`config.mk`:
```
export PLATFORM = sky130hd
export DESIGN_NAME = route_boot_sequencer
export DESIGN_NICKNAME = d
export VERILOG_FILES = /design/src/rtl/route_boot_pkg.sv /design/src/rtl/route_boot_timer.sv /design/src/rtl/route_boot_sequencer.sv
export SDC_FILE = /design/constraint.sdc
export NUM_CORES = 1
export LEC_CHECK = 0
export CAP_MARGIN = 20
export CORE_AREA = 2 2 223 225
export CTS_CLUSTER_DIAMETER = 200
export CTS_CLUSTER_SIZE = 24
export DETAILED_ROUTE_END_ITERATION = 8
export DIE_AREA = 0 0 225 227
export PLACE_DENSITY = 0.68
export SYNTH_ARGS = -nofsm -noshare
export SYNTH_HDL_FRONTEND = slang
export SYNTH_HIERARCHICAL = 1
export SYNTH_SLANG_ARGS = --single-unit
```
`constraint.sdc`:
```
create_clock -name clk -period 3.6 [get_ports clk]
set_clock_uncertainty 0.05 [all_clocks]
set_input_delay 0.72 -clock clk [delete_from_list [all_inputs] [get_ports clk]]
set_output_delay 0.72 -clock clk [all_outputs]
set_load 0.005 [all_outputs]
```
`src/rtl/route_boot_pkg.sv`:
```
// Shared types and widths for the route-table boot sequencer.
package route_boot_pkg;

    localparam int unsigned ENTRY_W     = 256;
    localparam int unsigned ADDR_W      = 6;
    localparam int unsigned CNT_W       = 7;
    localparam int unsigned SW_ID_W     = 4;
    localparam int unsigned MAX_ENTRIES = 64;
    localparam int unsigned TMR_W       = 16;

    typedef enum logic [2:0] {
        ST_IDLE    = 3'd0,
        ST_RDR_RST = 3'd1,
        ST_START   = 3'd2,
        ST_WAIT    = 3'd3,
        ST_NEXT    = 3'd4,
        ST_DONE    = 3'd5
    } state_t;

    typedef struct packed {
        logic [ADDR_W-1:0]  addr;
        logic [ENTRY_W-1:0] data;
    } tbl_entry_t;

    // Entry counter increment that holds at MAX_ENTRIES.
    function automatic logic [CNT_W-1:0] sat_inc(input logic [CNT_W-1:0] c);
        return (c == CNT_W'(MAX_ENTRIES)) ? c : c + CNT_W'(1);
    endfunction

endpackage

```
`src/rtl/route_boot_timer.sv`:
```
// Loadable down-counter shared by the reader reset hold and the WAIT timeout.
module route_boot_timer #(
    parameter int unsigned W = 16
) (
    input  logic         clk,
    input  logic         rst_n,
    input  logic         clear,
    input  logic         load,
    input  logic [W-1:0] load_val,
    input  logic         dec,
    output logic         expire_c
);

    logic [W-1:0] cnt_q;

    // Load wins over clear so a restart from IDLE/DONE arms immediately.
    always_ff @(posedge clk) begin
        if (!rst_n) begin
            cnt_q <= '0;
        end else if (load) begin
            cnt_q <= load_val;
        end else if (clear) begin
            cnt_q <= '0;
        end else if (dec && (cnt_q != '0)) begin
            cnt_q <= cnt_q - W'(1);
        end
    end

    assign expire_c = (cnt_q == '0);

endmodule

```
`src/rtl/route_boot_sequencer.sv`:
```
// Boot controller: loads each switch's route table through the shared reader,
// with per-attempt timeout and bounded retry, and reports per-switch status.
module route_boot_sequencer
    import route_boot_pkg::*;
#(
    parameter int unsigned NUM_SWITCHES   = 4,
    parameter int unsigned TIMEOUT_CYCLES = 65535,
    parameter int unsigned MAX_RETRY      = 2,
    parameter int unsigned RST_CYCLES     = 2
) (
    input  logic                            clk,
    input  logic                            rst_n,
    input  logic                            boot_start,
    output logic                            rdr_rst_n,
    output logic                            rdr_start,
    output logic [SW_ID_W-1:0]              rdr_switch_id,
    input  logic                            rdr_done,
    input  logic                            rdr_error,
    input  logic                            rdr_entry_valid,
    input  logic [ADDR_W-1:0]               rdr_entry_addr,
    input  logic [ENTRY_W-1:0]              rdr_entry_data,
    output logic [NUM_SWITCHES-1:0]         tbl_we,
    output logic [ADDR_W-1:0]               tbl_addr,
    output logic [ENTRY_W-1:0]              tbl_data,
    output logic                            busy,
    output logic                            boot_done,
    output logic                            boot_error,
    output logic [NUM_SWITCHES-1:0]         fail_mask,
    output logic [CNT_W*NUM_SWITCHES-1:0]   entry_counts
);

    localparam int unsigned IDX_W   = (NUM_SWITCHES > 1) ? $clog2(NUM_SWITCHES) : 1;
    localparam int unsigned RETRY_W = (MAX_RETRY > 0) ? $clog2(MAX_RETRY + 1) : 1;

    state_t             state_q, state_d;
    logic [SW_ID_W-1:0] cur_id_q;
    logic [IDX_W-1:0]   cur_idx;
    logic [RETRY_W-1:0] retry_q;
    logic [CNT_W-1:0]   cnt_q [NUM_SWITCHES];
    tbl_entry_t         ent_q;

    logic               boot_go_c;
    logic               can_retry_c;
    logic               attempt_fail_c;
    logic               tmr_clear_c;
    logic               tmr_load_c;
    logic               tmr_dec_c;
    logic               tmr_expire_c;
    logic [TMR_W-1:0]   tmr_load_val_c;

    assign cur_idx     = IDX_W'(cur_id_q);
    assign boot_go_c   = boot_start && ((state_q == ST_IDLE) || (state_q == ST_DONE));
    assign can_retry_c = (retry_q < RETRY_W'(MAX_RETRY));

    route_boot_timer #(
        .W (TMR_W)
    ) u_timer (
        .clk      (clk),
        .rst_n    (rst_n),
        .clear    (tmr_clear_c),
        .load     (tmr_load_c),
        .load_val (tmr_load_val_c),
        .dec      (tmr_dec_c),
        .expire_c (tmr_expire_c)
    );

    // Next-state and timer control.
    always_comb begin
        state_d        = state_q;
        attempt_fail_c = 1'b0;
        tmr_clear_c    = 1'b0;
        tmr_load_c     = 1'b0;
        tmr_load_val_c = '0;
        tmr_dec_c      = 1'b0;
        case (state_q)
            ST_IDLE, ST_DONE: begin
                tmr_clear_c = 1'b1;
                if (boot_start) begin
                    state_d = ST_RDR_RST;
                end
            end
            ST_RDR_RST: begin
                if (tmr_expire_c) begin
                    state_d = ST_START;
                end else begin
                    tmr_dec_c = 1'b1;
                end
            end
            ST_START: begin
                tmr_load_c     = 1'b1;
                tmr_load_val_c = TMR_W'(TIMEOUT_CYCLES - 1);
                state_d        = ST_WAIT;
            end
            ST_WAIT: begin
                // Error outranks done when both arrive together.
                if (rdr_error) begin
                    attempt_fail_c = 1'b1;
                end else if (rdr_done) begin
                    state_d = ST_NEXT;
                end else if (tmr_expire_c) begin
                    attempt_fail_c = 1'b1;
                end else begin
                    tmr_dec_c = 1'b1;
                end
                if (attempt_fail_c) begin
                    state_d = can_retry_c ? ST_RDR_RST : ST_NEXT;
                end
            end
            ST_NEXT: begin
                state_d = (cur_id_q == SW_ID_W'(NUM_SWITCHES - 1)) ? ST_DONE : ST_RDR_RST;
            end
            default: begin
                state_d = ST_IDLE;
            end
        endcase
        if ((state_d == ST_RDR_RST) && (state_q != ST_RDR_RST)) begin
            tmr_load_c     = 1'b1;
            tmr_load_val_c = TMR_W'(RST_CYCLES - 1);
        end
    end

    // State, reader handshake outputs and boot status.
    always_ff @(posedge clk) begin
        if (!rst_n) begin
            state_q    <= ST_IDLE;
            cur_id_q   <= '0;
            retry_q    <= '0;
            rdr_rst_n  <= 1'b0;
            rdr_start  <= 1'b0;
            busy       <= 1'b0;
            boot_done  <= 1'b0;
            boot_error <= 1'b0;
            fail_mask  <= '0;
        end else begin
            state_q   <= state_d;
            rdr_rst_n <= (state_d == ST_START) || (state_d == ST_WAIT);
            rdr_start <= (state_d == ST_START);
            busy      <= (state_d != ST_IDLE) && (state_d != ST_DONE);
            if (boot_go_c) begin
                fail_mask  <= '0;
                boot_done  <= 1'b0;
                boot_error <= 1'b0;
                cur_id_q   <= '0;
                retry_q    <= '0;
            end
            if (attempt_fail_c) begin
                if (can_retry_c) begin
                    retry_q <= retry_q + RETRY_W'(1);
                end else begin
                    fail_mask[cur_idx] <= 1'b1;
                end
            end
            if (state_q == ST_NEXT) begin
                retry_q <= '0;
                if (state_d == ST_DONE) begin
                    boot_done  <= 1'b1;
                    boot_error <= |fail_mask;
                end else begin
                    cur_id_q <= cur_id_q + SW_ID_W'(1);
                end
            end
        end
    end

    assign rdr_switch_id = cur_id_q;

    // Entries are forwarded one cycle later to the current switch's table only.
    always_ff @(posedge clk) begin
        if (!rst_n) begin
            tbl_we <= '0;
            ent_q  <= '0;
        end else begin
            tbl_we <= '0;
            if ((state_q == ST_WAIT) && rdr_entry_valid) begin
                tbl_we     <= NUM_SWITCHES'(1) << cur_idx;
                ent_q.addr <= rdr_entry_addr;
                ent_q.data <= rdr_entry_data;
            end
        end
    end

    assign tbl_addr = ent_q.addr;
    assign tbl_data = ent_q.data;

    // Per-switch entry counters; each attempt starts its switch from zero.
    always_ff @(posedge clk) begin
        if (!rst_n) begin
            cnt_q <= '{default: '0};
        end else if (boot_go_c) begin
            cnt_q <= '{default: '0};
        end else if (state_q == ST_RDR_RST) begin
            cnt_q[cur_idx] <= '0;
        end else if ((state_q == ST_WAIT) && rdr_entry_valid) begin
            cnt_q[cur_idx] <= sat_inc(cnt_q[cur_idx]);
        end
    end

    for (genvar g = 0; g < NUM_SWITCHES; g++) begin : g_cnt
        assign entry_counts[CNT_W*g +: CNT_W] = cnt_q[g];
    end

endmodule

```
==> results.toml <==
[worst_hold_path]
hold_path_class = "reg -> reg"

[clock_tree]
clk_latency_ns = 0.52
cts_buffers = 17
clkTransAtPathRegs_ns = 0.10
cts_root_buf = "clkbuf_16"
cts.sinks = 328
htreeDepth = 1
cts_hold_buffers = 0
tritoncts = "yes"
cts_max_path_buffers = 3

[grt]
grt_use_total_pct = 16.5
grt_pass1_wl_mm = 67.4
grt_max_degree = 146
grt_antenna_before_repair = 3
grt_pass1_vias = 12200
grt_overflow = 0

[critical_path]
crit_type = "reg -> reg"
crit_path_max_incr_delay_ns = 0.36
crit_arrival_ns = 3.73
crit_top_cell = "o21ai_1"
endpoint_kind = "flip-flop"
worst_path_max_delay_cell = "dfxtp_1"
critPathBufInv = 3
path_cells = "inv_1 -> ha_1 -> nor3b_2 -> nand3_2 -> nor3_4 -> buf_4 -> nand3b_1 -> o21ai_1 -> a221oi_2 -> a31oi_1 -> o21ai_1 -> or2_2 -> nor3_2 -> a21oi_2 -> buf_12 -> a21boi_0 -> o2111a_1"
crit_family = "simple AND/OR/NAND/NOR gates"
worstPathMaxFanout = 18
startpoint_type = "flip-flop"
worstPathRequired_ns = 3.97

[sta]
slew_headroom_pct = 44.0
setup_slack_ns = 0.239
finalSetupTns_ns = 0
slew_violations = 0
post-route-min-period_ns = 3.36
min_period_over_period_pct = 93.4
hold_viol_final = 0
tightest_slew_ns = 0.840
max_freq_ghz = 0.297
setup_viol = 0

[synth]
yosys-mux-area-fraction_pct = 1.48
synth_top_family_by_area = "simple AND/OR/NAND/NOR gates"
yosys_warnings = 6
synth_ff_type = "dfxtp_1"
synth_edf_count = 0
syn_area_per_cell_sq_um = 8.50
synth-simple-area-share_pct = 21.5
synth_compound_area_share_pct = 20.8
ys_seq_elements = 328
synth_cell_type_count = 63
synth_nets = 1792
synthArstFlopShare_pct = 0
syn_area_sq_mm = 0.0129
syn_inst = 1517
seq_area_frac_synth_pct = 50.9
synth_xor_xnor_area_share_pct = 0.737
synth_adder_area_share_pct = 0.679

[routing]
drt-total-wl_mm = 45.6
wire_per_inst_um = 17.1
viasPerCell = 4.67
drcViolationCount = 0
drtAntennaViolNets = 0
dr.pass1.iters = 6
vias = 12400
drt-initial-drc-count = 651

[floorplan]
dieArea_sq_mm = 0.0511
initial_core_util_pct = 26.6
die_w_um = 225
num_rows = 81
die_h_um = 227
core_sq_mm = 0.0485
io_pins = 575

[power]
power_leakage_nw = 6.54
ir_worst_vdd_v = 0.000362
comb_power_share_pct = 31.7
power_mw = 8.89
switchingPower_mw = 2.84
switching_share_pct = 31.9
intPower_mw = 6.05
pwr-share-clk_pct = 23.1
p_seq_share_pct = 45.2
power_density_mw_per_mm2 = 448

[run]
drv_cap = 0

[final_layout]
final_cell_mix = "nand2_1 (576), clkdlybuf4s50_1 (573), dfxtp_1 (328), a21boi_0 (269), buf_4 (25)"
nNetsFinal = 2312
layout-drive-gt1-share_pct = 4.03
final_common_cell = "nand2_1"
postLayoutCoreUtil_pct = 40.8
final_cells = 2659
area_growth_pct = 53.8

[placed_design]
place.gp.congestion = 0.856
dp.cells = 2639
port_buffers = 574
place_ws_ns = -0.0202
hpwl_mm = 34.1

[outcome]
status = "completed"
## worst reg2reg max path, stage by stage, from the launching register on
cell and delay [ns]:
dfxtp_1 0.36, inv_1 0.08, ha_1 0.20, nor3b_2 0.23, nand3_2 0.15, nor3_4 0.29
buf_4 0.17, nand3b_1 0.07, o21ai_1 0.15, a221oi_2 0.13, a31oi_1 0.20, o21ai_1 0.10
or2_2 0.31, nor3_2 0.17, a21oi_2 0.11, buf_12 0.16, a21boi_0 0.12, o2111a_1 0.22
## worst paths after layout
path	startpoint	to	slack (ns)	cells after the start
setup / recovery	u_timer/cnt_q[1]$_SDFFE_PN0P_	u_timer/cnt_q[4]$_SDFFE_PN0P_	0.24	17
hold / removal	tbl_data[31]$_SDFFE_PN0P_	tbl_data[31]$_SDFFE_PN0P_	0.42	2
setup reg to reg	u_timer/cnt_q[1]$_SDFFE_PN0P_	u_timer/cnt_q[4]$_SDFFE_PN0P_	0.24	17
hold reg to reg	tbl_data[31]$_SDFFE_PN0P_	tbl_data[31]$_SDFFE_PN0P_	0.42	2
## power groups by stage
stage                     clock network (mW)  logic (mW)  registers [mW]
after global routing                    2.25        3.07            4.05
final                                   2.05        2.82            4.02
after global placement                     0        2.63            4.08
after CTS                               2.15        2.72            4.01
after detailed placement                   0        2.70            4.10
after floorplan                            0        1.52            4.06
## synthesized netlist by cell type, types with 3 or more instances
library cell,n,area share (%)
a21boi_0,269,16
a21oi_1,15,0.58
a22o_1,4,0.27
a22oi_1,5,0.29
a31o_1,4,0.27
a31oi_1,5,0.24
a32oi_1,6,0.41
and2_1,3,0.15
and3_1,10,0.49
buf_1,11,0.32
buf_2,26,1.0
clkbuf_1,67,2.0
dfxtp_1,328,51
ha_1,7,0.68
inv_1,10,0.29
mux2i_1,3,0.23
mux4_2,6,1.0
nand2_1,577,17
nand3_1,14,0.54
nand4_1,5,0.24
nor2_1,17,0.49
nor2b_1,8,0.39
nor3_1,15,0.58
nor4_1,5,0.24
o211a_1,3,0.23
o211ai_1,3,0.17
o21ai_0,19,0.74
o21ai_1,4,0.16
o31ai_1,13,0.76
or2_2,3,0.15
or3b_2,3,0.20
xnor2_1,3,0.20
xor2_1,6,0.41
## through the flow
step           hold WS [ns]  instance area [sq um]
2_1_floorplan         0.388                  12900
3_3_place_gp          0.400                  19400
3_5_place_dp          0.407                  19400
4_1_cts               0.420                  19800
5_1_grt               0.439                  19800
6_report              0.418                  19800
## logic make-up (layout without fill, tap and decap cells)
logic type | Yosys count | in the layout
other | 0 | 1
buffers and inverters | 119 | 638
multiplexers | 10 | 10
AND/OR/NAND/NOR | 678 | 678
XOR/XNOR | 10 | 10
AO/OA/AOI/OAI | 365 | 365
adder cells (fa/ha/maj) | 7 | 7
flip-flops | 328 | 328
## registers in the layout (all words and copies together), names as in the netlist, 2 cells and up
register,count
rdr_switch_id,4
retry_q,2
tbl_data,256
u_timer/cnt_q,16
tbl_addr,6
tbl_we,4
state_q,3
entry_counts,28
fail_mask,4
## per-layer routing
layer  vias up  share of wire [%]  routed length, um  global-route usage (%)
li1       6055                  -                  -                       -
met1      5822                 38              17500                    18.7
met2       491                 48              21700                    28.6
met3        57                 11               5120                    6.89
met4         4                2.6               1190                    4.70
met5         -              0.059                 27                       0
## layout make-up
type / instances / area, sq um
fill: 4828 / 28700
antenna: 1 / 2.50
timing repair buffer: 609 / 6130
clock inverter: 1 / 8.76
multi-input combinational: 1070 / 5870
inverter: 11 / 41.3
sequential: 328 / 6570
tap: 622 / 778
clock buffer: 17 / 425
## what timing repair did
item / in CTS / in global routing
buffers inserted: 0 / 1
resized for setup: 0 / 6
endpoints found under the setup margin: 0 / 16
No activity file was read; power rests on OpenSTA's default activity.
